**config.mk**
```make
export PLATFORM = sky130hd
export DESIGN_NAME = tt_um_serial_addsub
export DESIGN_NICKNAME = d
export VERILOG_FILES = /design/src/rtl/tt_um_serial_addsub.sv
export SDC_FILE = /design/constraint.sdc
export NUM_CORES = 1
export LEC_CHECK = 0
export ABC_AREA = 1
export CAP_MARGIN = 15
export CELL_PAD_IN_SITES_DETAIL_PLACEMENT = 0
export CELL_PAD_IN_SITES_GLOBAL_PLACEMENT = 1
export CORE_ASPECT_RATIO = 1.25
export CORE_MARGIN = 2
export CORE_UTILIZATION = 36
export CTS_CLUSTER_SIZE = 24
export DETAILED_ROUTE_END_ITERATION = 16
export PLACE_DENSITY = 0.73
export SLEW_MARGIN = 20
export SYNTH_ARGS = -nofsm -noshare
export SYNTH_HDL_FRONTEND = slang
export SYNTH_SLANG_ARGS = --single-unit
```
**constraint.sdc**
```tcl
create_clock -name clk -period 1.3 [get_ports clk]
set_input_delay 0.26 -clock clk [delete_from_list [all_inputs] [get_ports clk]]
set_output_delay 0.26 -clock clk [all_outputs]
set_load 0.02 [all_outputs]
```
**src/rtl/tt_um_serial_addsub.sv**
```systemverilog
// tt_um_serial_addsub: bit-serial adder/subtractor with a nibble-wide load and read port.
// Operands are loaded four bits at a time. One result bit is computed per enabled clock,
// LSB first. The result is then read back four bits at a time.
// Optional feature macro: SUB_EN. When it is defined, uio_in[3] selects subtraction.
// When it is undefined, the block only adds.
module tt_um_serial_addsub #(
    parameter int WIDTH = 16
) (
    input  logic       clk,
    input  logic       rst_n,
    input  logic       ena,
    input  logic [7:0] ui_in,
    input  logic [7:0] uio_in,
    output logic [7:0] uo_out,
    output logic [7:0] uio_out,
    output logic [7:0] uio_oe
);

    localparam int CW = $clog2(WIDTH);

    localparam logic [1:0] IDLE = 2'd0;
    localparam logic [1:0] CALC = 2'd1;
    localparam logic [1:0] DONE = 2'd2;

    logic [1:0]       state_q, state_d;
    logic [WIDTH-1:0] a_q, a_d;
    logic [WIDTH-1:0] b_q, b_d;
    logic [WIDTH-1:0] s_q, s_d;
    logic [CW-1:0]    cnt_q, cnt_d;
    logic             carry_q, carry_d;
    logic             sub_q, sub_d;
    logic             cout_q, cout_d;
    logic             ovf_q, ovf_d;

    logic             loadIn;
    logic             startIn;
    logic             rdIn;
    logic             subIn;
    logic             unusedPins;

    logic             bEff;
    logic             sumBit;
    logic             carryNext;
    logic [WIDTH+3:0] aShift;
    logic [WIDTH+3:0] bShift;

    assign loadIn  = uio_in[0];
    assign startIn = uio_in[1];
    assign rdIn    = uio_in[2];

`ifdef SUB_EN
    assign subIn      = uio_in[3];
    assign unusedPins = ^uio_in[7:4];
`else
    assign subIn      = 1'b0;
    assign unusedPins = ^uio_in[7:3];
`endif

    // Full-adder slice on the current LSBs. The B bit is inverted for subtraction.
    always_comb begin
        bEff      = b_q[0] ^ sub_q;
        sumBit    = a_q[0] ^ bEff ^ carry_q;
        carryNext = (a_q[0] & bEff) | (a_q[0] & carry_q) | (bEff & carry_q);
    end

    // Nibble loads enter at the MSB end, so the first nibble loaded ends up least significant.
    always_comb begin
        aShift = {ui_in[3:0], a_q} >> 4;
        bShift = {ui_in[7:4], b_q} >> 4;
    end

    // Next-state logic. Nothing changes while ena is low. Start takes priority over load,
    // and load takes priority over rd.
    always_comb begin
        state_d = state_q;
        a_d     = a_q;
        b_d     = b_q;
        s_d     = s_q;
        cnt_d   = cnt_q;
        carry_d = carry_q;
        sub_d   = sub_q;
        cout_d  = cout_q;
        ovf_d   = ovf_q;
        if (ena) begin
            case (state_q)
                IDLE, DONE: begin
                    if (startIn) begin
                        state_d = CALC;
                        cnt_d   = '0;
                        s_d     = '0;
                        cout_d  = 1'b0;
                        ovf_d   = 1'b0;
                        sub_d   = subIn;
                        carry_d = subIn;
                    end else if (loadIn) begin
                        a_d     = aShift[WIDTH-1:0];
                        b_d     = bShift[WIDTH-1:0];
                        state_d = IDLE;
                    end else if (rdIn && (state_q == DONE)) begin
                        s_d = s_q >> 4;
                    end
                end
                CALC: begin
                    s_d     = {sumBit, s_q[WIDTH-1:1]};
                    a_d     = {a_q[0], a_q[WIDTH-1:1]};
                    b_d     = {b_q[0], b_q[WIDTH-1:1]};
                    carry_d = carryNext;
                    cnt_d   = cnt_q + CW'(1);
                    if (cnt_q == CW'(WIDTH - 1)) begin
                        state_d = DONE;
                        cout_d  = carryNext ^ sub_q;
                        ovf_d   = carry_q ^ carryNext;
                    end
                end
                default: state_d = IDLE;
            endcase
        end
    end

    // State registers. Reset clears all of them, which aborts any operation in progress.
    always_ff @(posedge clk or negedge rst_n) begin
        if (!rst_n) begin
            state_q <= IDLE;
            a_q     <= '0;
            b_q     <= '0;
            s_q     <= '0;
            cnt_q   <= '0;
            carry_q <= 1'b0;
            sub_q   <= 1'b0;
            cout_q  <= 1'b0;
            ovf_q   <= 1'b0;
        end else begin
            state_q <= state_d;
            a_q     <= a_d;
            b_q     <= b_d;
            s_q     <= s_d;
            cnt_q   <= cnt_d;
            carry_q <= carry_d;
            sub_q   <= sub_d;
            cout_q  <= cout_d;
            ovf_q   <= ovf_d;
        end
    end

    assign uo_out  = {ovf_q, (state_q == DONE), (state_q == CALC), cout_q, s_q[3:0]};
    assign uio_out = 8'h00;
    assign uio_oe  = 8'h00;

endmodule

```
==> results of run 1 <==
[through the flow]
stage | setup WS (ns) | TNS, ns | power, mW | area (µm²)
floorplan | 0.0325 | 0 | 4.80 | 3250
detailed placement | -0.270 | -12.94 | 5.73 | 3590
finish | -0.000865 | -0.000865 | 8.20 | 4030
global placement | -0.298 | -12.63 | 5.68 | 3590
global route | -0.0599 | -1.42 | 8.79 | 4030
CTS | -0.0211 | -0.0271 | 7.78 | 3860
[worst max-delay path, stage by stage (launching register included)]
cell and delay (ns):
dfrtp_1 0.40, buf_6 0.14, nand2_2 0.05, nand2_2 0.08, clkinv_4 0.10, nand2_8 0.11, inv_8 0.05, clkbuf_16 0.16
nand2_1 0.06, nand2_1 0.05
[routing by layer]
metal | GRT usage (%) | share of wire (%) | vias to the layer above | wire length, µm
met2 | 27.6 | 49 | 32 | 3780
met5 | 0 | 0 | - | 0
li1 | - | - | 1416 | -
met1 | 20.6 | 47 | 1314 | 3640
met4 | 8.98 | 2.3 | 0 | 181
met3 | 2.33 | 1.9 | 16 | 146
[area by class of cell]
cell class	instances	area, µm²
fill	913	4620
clock buffer	11	151
timing repair buffer	57	649
sequential	57	1430
tap	120	150
clock inverter	5	77.6
multi-input combinational	351	1520
inverter	12	57.6
[kinds of logic (layout without fill, tap and decap cells)]
kind of cell / after synthesis / in the layout / synth area share (%)
compound gates: 5 / 5 / 0.784
fa+ha+maj: 2 / 2 / 1.02
buf+inv: 55 / 85 / 11.9
flops: 57 / 57 / 44.7
other cells: 1 / 16 / 0.117
simple gates: 328 / 328 / 41.5
[how the worst min path moves through the flow]
stage | endpoint | slack [ns] | startpoint | depth (start not counted)
after floorplan | a_q[0] | -0.04 | rst_n | 0
after global placement | a_q[3] | 0.29 | rst_n | 2
after detailed placement | a_q[3] | 0.30 | rst_n | 2
after CTS | a_q[3] | 0.46 | rst_n | 3
after global routing | a_q[2] | 0.49 | rst_n | 3
final | a_q[2] | 0.45 | rst_n | 3
[sequential cells by signal (all words and copies together), names as in the netlist]
signal and cells:
a_q 16, state_q 2, carry_q 1, cnt_q 4
s_q 16, b_q 16, cout_q 1, ovf_q 1
[what timing repair did]
| action | in CTS | in global routing |
|---|---|---|
| endpoints found under the hold margin | 57 | 0 |
| hold buffers | 1 | 0 |
| setup endpoints to repair | 58 | 58 |
| setup buffers | 0 | 1 |
| pin swaps | 3 | 3 |
| resized for setup | 36 | 31 |
| gates cloned | 0 | 4 |
[placed cells by master, fill, tap and decap left out, types with 2 or more instances in the layout]
master	count
buf_2	2
nand2_8	2
nand3_1	33
inv_1	7
clkinv_2	2
buf_12	8
clkbuf_16	4
inv_2	3
nand2_1	259
nand2_2	15
clkbuf_2	4
o21ai_1	5
nor2_4	2
nor2_1	6
dfrtp_1	57
buf_4	18
nand2_4	2
clkbuf_8	11
buf_6	6
clkdlybuf4s50_1	12
bufinv_16	2
nor2_2	3
nand4_1	3
conb_1	16
[power groups by stage]
stage	combinational (mW)	clock, mW	sequential [mW]
2_1_floorplan	2.17	0	2.64
4_1_cts	3.08	2.00	2.70
3_3_place_gp	2.97	0	2.71
3_5_place_dp	3.01	0	2.73
5_1_grt	3.96	2.07	2.77
6_report	3.54	1.95	2.71
==> qor.yml, run 1 <==
run_status:
  status: "finished, violations left"
  violations: "setup timing"
final_layout:
  final_nets: 509
  diodes: 0
  final_core_util_pct: 46.6
  drive_above_1_share_pct: 18.9
  syn2layout_area_growth_pct: 26.3
  layout.cells.non_filler: 613
worst_setup_path:
  regToRegEndpoint: "b_q[13]"
  start_kind: "flop"
  r2r_slack_ns: -0.0009
  startpoint: "state_q[0]"
  crit_end: "b_q[13]"
  arrival_ns: 1.54
  cp_max_fo: 8
  cp.required_ns: 1.53
  path_class: "flop to flop"
  timing.rr.start: "state_q[0]"
  reg2regPathDepth: 9
  crit_path_end_kind: "flop"
grt:
  grt_pass1_wl_mm: 12.5
  grt_antenna_before_repair: 0
  grt_pass1_vias: 2778
  grt_max_degree: 58
  grt.total_usage_pct: 16.6
  grt_overflow_total: 0
clocking:
  htreeDepth: 3
  clkSlewWorstSetupHoldPaths_ns: 0.07
  cts_tree: "built"
  clk_latency_ns: 0.34
  cts_buffers: 9
  clockBufferDepth: 2
  cts_num_sinks: 57
  cts_root_buffer: "clkbuf_8"
worst_hold_path:
  min_path_type: "input port to asynchronous set/reset pin"
drt:
  wl_mm: 7.75
  vias: 2778
  drt_pass1_iterations: 4
  via_per_inst: 4.53
  drt_iter0_drc: 90
  drc: 0
  routedWlPerCell_um: 12.6
  postRouteAntennaNets: 0
yosys:
  synthCells: 448
  yosys.area.top_type: "dfrtp_1"
  ys_seq_area_share_pct: 44.7
  ys.flop_type: "dfrtp_1"
  avgSynthCellArea_um2: 7.13
  synth_common_cells: "271 x nand2_1, 57 x dfrtp_1, 34 x nand3_1"
  synthArstFlopShare_pct: 100
  yosys_warnings: 0
  synth_edf_count: 0
  synth.ff_latch_count: 57
  yosys-top-cells-area: "dfrtp_1 45%, nand2_1 32%, buf_4 7.1%, nand3_1 5.3%, buf_6 2.5%"
  synth_most_common_cell: "nand2_1"
  syn-cell-area_um2: 3190
  synth_cell_types: 20
  netlist.area_leader.share_pct: 44.7
floorplanning:
  io_pins: 43
  die_w_um: 88.2
  core_area_um2: 8650
  fp-row-count: 38
  die-area_um2: 9640
  start_util_pct: 36.9
  die_y_um: 109
pwr:
  power_density_nw_per_um2: 2030
  irDropWorstVdd_v: 0.000682
  p_sw_share_pct: 39.0
  clockPowerShare_pct: 23.8
  switching_power_mw: 3.20
  comb_power_share_pct: 43.2
  leakagePower_nw: 2.23
  seq_power_share_pct: 33.0
  internal_power_mw: 5.00
flow_run:
  cap_violations: 0
sta:
  hold_ws_ns: 0.446
  final_max_slew_viol_count: 0
  finalSetupViolations: 1
  timing.final.ws_setup_ns: -0.000865
  period_minus_slack_ns: 1.30
  fmax_mhz: 769
  hold_viol_final: 0
  skew_ns: 0.00443
  rsz0062_at_grt: "yes"
  period_share_pct: 100
place:
  dpl.hpwl_mm: 4.69
  gp_congestion: 0.805
  io_buffers: 21
  dpl.cell_count: 591
No activity file was read; power rests on OpenSTA's default activity.
==> run 2, diff against run 1 <==
--- a/config.mk
+++ b/config.mk
@@ -10,9 +10,9 @@
 export CELL_PAD_IN_SITES_DETAIL_PLACEMENT = 0
 export CELL_PAD_IN_SITES_GLOBAL_PLACEMENT = 1
 export CORE_ASPECT_RATIO = 1.25
-export CORE_MARGIN = 2
+export CORE_MARGIN = 5
 export CORE_UTILIZATION = 36
-export CTS_CLUSTER_SIZE = 24
+export CTS_CLUSTER_SIZE = 25
 export DETAILED_ROUTE_END_ITERATION = 16
 export PLACE_DENSITY = 0.73
 export SLEW_MARGIN = 20
==> qor.yml, run 2 (synthesized netlist as in run 1, its figures left out) <==
drt:
  routedWlPerCell_um: 12.3  # -2.5%
  drt_pass1_iterations: 4  # unchanged
  drt_iter0_drc: 128  # +42%
  wl_mm: 7.53  # -2.8%
  via_per_inst: 4.59  # +1.2%
  vias: 2803  # +0.90%
  drc: 0  # unchanged
  postRouteAntennaNets: 0  # unchanged
floorplanning:
  start_util_pct: 36.9  # unchanged
  die-area_um2: 10900  # +13%
  io_pins: 43  # unchanged
  die_y_um: 115  # +5.5%
  core_area_um2: 8650  # unchanged
  die_w_um: 94.2  # +6.8%
  fp-row-count: 38  # unchanged
run_status:
  status: "finished, violations left"
  violations: "setup timing"
worst_setup_path:
  cp_max_fo: 6  # -2
  start_kind: "flop"
  cp_num_buf_inv: 4  # unchanged
  cp.required_ns: 1.52  # about the same
  reg2regPathDepth: 9  # unchanged
  crit_top_cell: "nand2_4"
  crit_path_end_kind: "flop"
  regToRegEndpoint: "b_q[9]"
  r2r_slack_ns: -0.03  # -0.02 ns
  cp_slowest_cell: "dfrtp_1"
  timing.rr.start: "state_q[0]"
  crit_family: "buffers and inverters"
  slowest_delay_ns: 0.40  # about the same
  worstPathCellList: "buf_6 > nand2_4 > nand2_4 > inv_8 > nand2_8 > clkinv_8 > clkbuf_16 > nand2_2 > nand2_1"
  arrival_ns: 1.55  # about the same
  path_class: "flop to flop"
pwr:
  clockPowerShare_pct: 18.0  # -5.8 points
  power_density_nw_per_um2: 1870  # -8.1%
  comb_power_share_pct: 47.3  # +4.1 points
  power_mw: 7.85  # -4.2%
  seq_power_share_pct: 34.7  # +1.7 points
  leakagePower_nw: 2.30  # +3.1%
  p_sw_share_pct: 42.5  # +3.4 points
  internal_power_mw: 4.52  # -9.6%
  irDropWorstVdd_v: 0.000785  # +15%
  switching_power_mw: 3.33  # +4.2%
sta:
  rsz0062_at_grt: "yes"
  hold_viol_final: 0  # unchanged
  skew_ns: 0.00889  # +0.00446 ns
  period_share_pct: 102  # +1.9 points
  final_max_slew_viol_count: 0  # unchanged
  period_minus_slack_ns: 1.33  # +0.0243 ns
  finalSetupViolations: 8  # +7
  fmax_mhz: 755  # -1.8%
  timing.final.ws_setup_ns: -0.0251  # -0.0243 ns
place:
  dpl.hpwl_mm: 4.76  # +1.5%
  gp_congestion: 0.748  # -7.0%
  io_buffers: 21  # unchanged
  dpl.cell_count: 591  # unchanged
final_layout:
  final_common_cell: "nand2_1"
  diodes: 0  # unchanged
  final_nets: 508  # -0.20%
  syn2layout_area_growth_pct: 31.7
  layout.cells.non_filler: 611  # -0.33%
  drive_above_1_share_pct: 29.3  # +10 points
  biggestRegsByFlops: "a_q (16), b_q (16), s_q (16)"
  final_cell_mix: "223 x nand2_1, 57 x dfrtp_1, 42 x nand2_2"
clocking:
  clockBufferDepth: 2  # unchanged
  cts_tree: "built"
  cts_buffers: 9  # unchanged
  clk_latency_ns: 0.34  # about the same
  cts_num_sinks: 57  # unchanged
  clkSlewWorstSetupHoldPaths_ns: 0.07  # about the same
  cts_root_buffer: "clkbuf_8"
  htreeDepth: 3  # unchanged
grt:
  grt_antenna_before_repair: 0  # unchanged
  grt.total_usage_pct: 14.8  # -1.7 points
  grt_pass1_wl_mm: 12.8  # +2.7%
  grt_pass1_vias: 2701  # -2.8%
  grt_max_degree: 58  # unchanged
  grt_overflow_total: 0  # unchanged
flow_run:
  cap_violations: 0  # unchanged
worst_hold_path:
  min_path_type: "input port to asynchronous set/reset pin"
[run 2: stage by stage]
step	util (%)	setup TNS (ns)	hold slack, ns	worst slack (ns)	area, µm²
6_report	48.6	-0.131	0.478	-0.0251	4210
3_3_place_gp	41.4	-13.60	0.298	-0.263	3580
2_1_floorplan	-	0	-0.0356	0.0325	3250
3_5_place_dp	41.4	-14.48	0.294	-0.281	3580
4_1_cts	43.7	-0.0575	0.473	-0.0310	3780
5_1_grt	48.6	-2.49	0.497	-0.0794	4210
[run 2: layer usage]
metal | vias to the layer above | GRT usage, % | wire length, µm | share of wire (%)
li1 | 1406 | - | - | -
met1 | 1344 | 18.7 | 3260 | 43
met2 | 42 | 24.8 | 3910 | 52
met3 | 11 | 3.01 | 217 | 2.9
met4 | 0 | 5.78 | 133 | 1.8
met5 | - | 0 | 0 | 0
[run 2: worst max-delay path by stage]
stage,start,cells after the start,slack [ns],end
3_5_place_dp,uio_in[1],8,-0.28,s_q[11]
6_report,state_q[0],9,-0.03,b_q[9]
5_1_grt,state_q[0],9,-0.08,b_q[9]
4_1_cts,state_q[1],4,-0.03,uo_out[5]
3_3_place_gp,uio_in[1],8,-0.26,s_q[2]
2_1_floorplan,b_q[0],4,0.03,ovf_q
[run 2: worst min-delay path: stages]
cell and delay [ns]:
dlygate4sd3_1 0.53, buf_2 0.12, buf_12 0.29
[run 2: area by class of cell]
type                    count  area, µm²
repair buffers             56        636
inverters                  12       65.1
clock inverters             4       20.0
flip-flops and latches     57       1430
clock buffers              11        141
multi-input cells         351       1770
fillers                   903       4450
well taps                 120        150
[run 2: what timing repair did]
| item | CTS | global route |
|---|---|---|
| buffers inserted | 0 | 1 |
| hold buffers | 1 | 0 |
| endpoints found under the hold margin | 57 | 0 |
| gates resized for setup | 37 | 110 |
| gates cloned | 0 | 3 |
| pin swaps | 2 | 17 |
| endpoints found under the setup margin | 61 | 62 |
[run 2: power groups by stage]
stage	Sequential [mW]	Clock [mW]	Combinational, mW
final	2.72	1.41	3.72
after global routing	2.80	1.55	4.16
after CTS	2.71	1.46	3.04
after detailed placement	2.73	0	2.93
after global placement	2.72	0	2.90
after floorplan	2.64	0	2.17
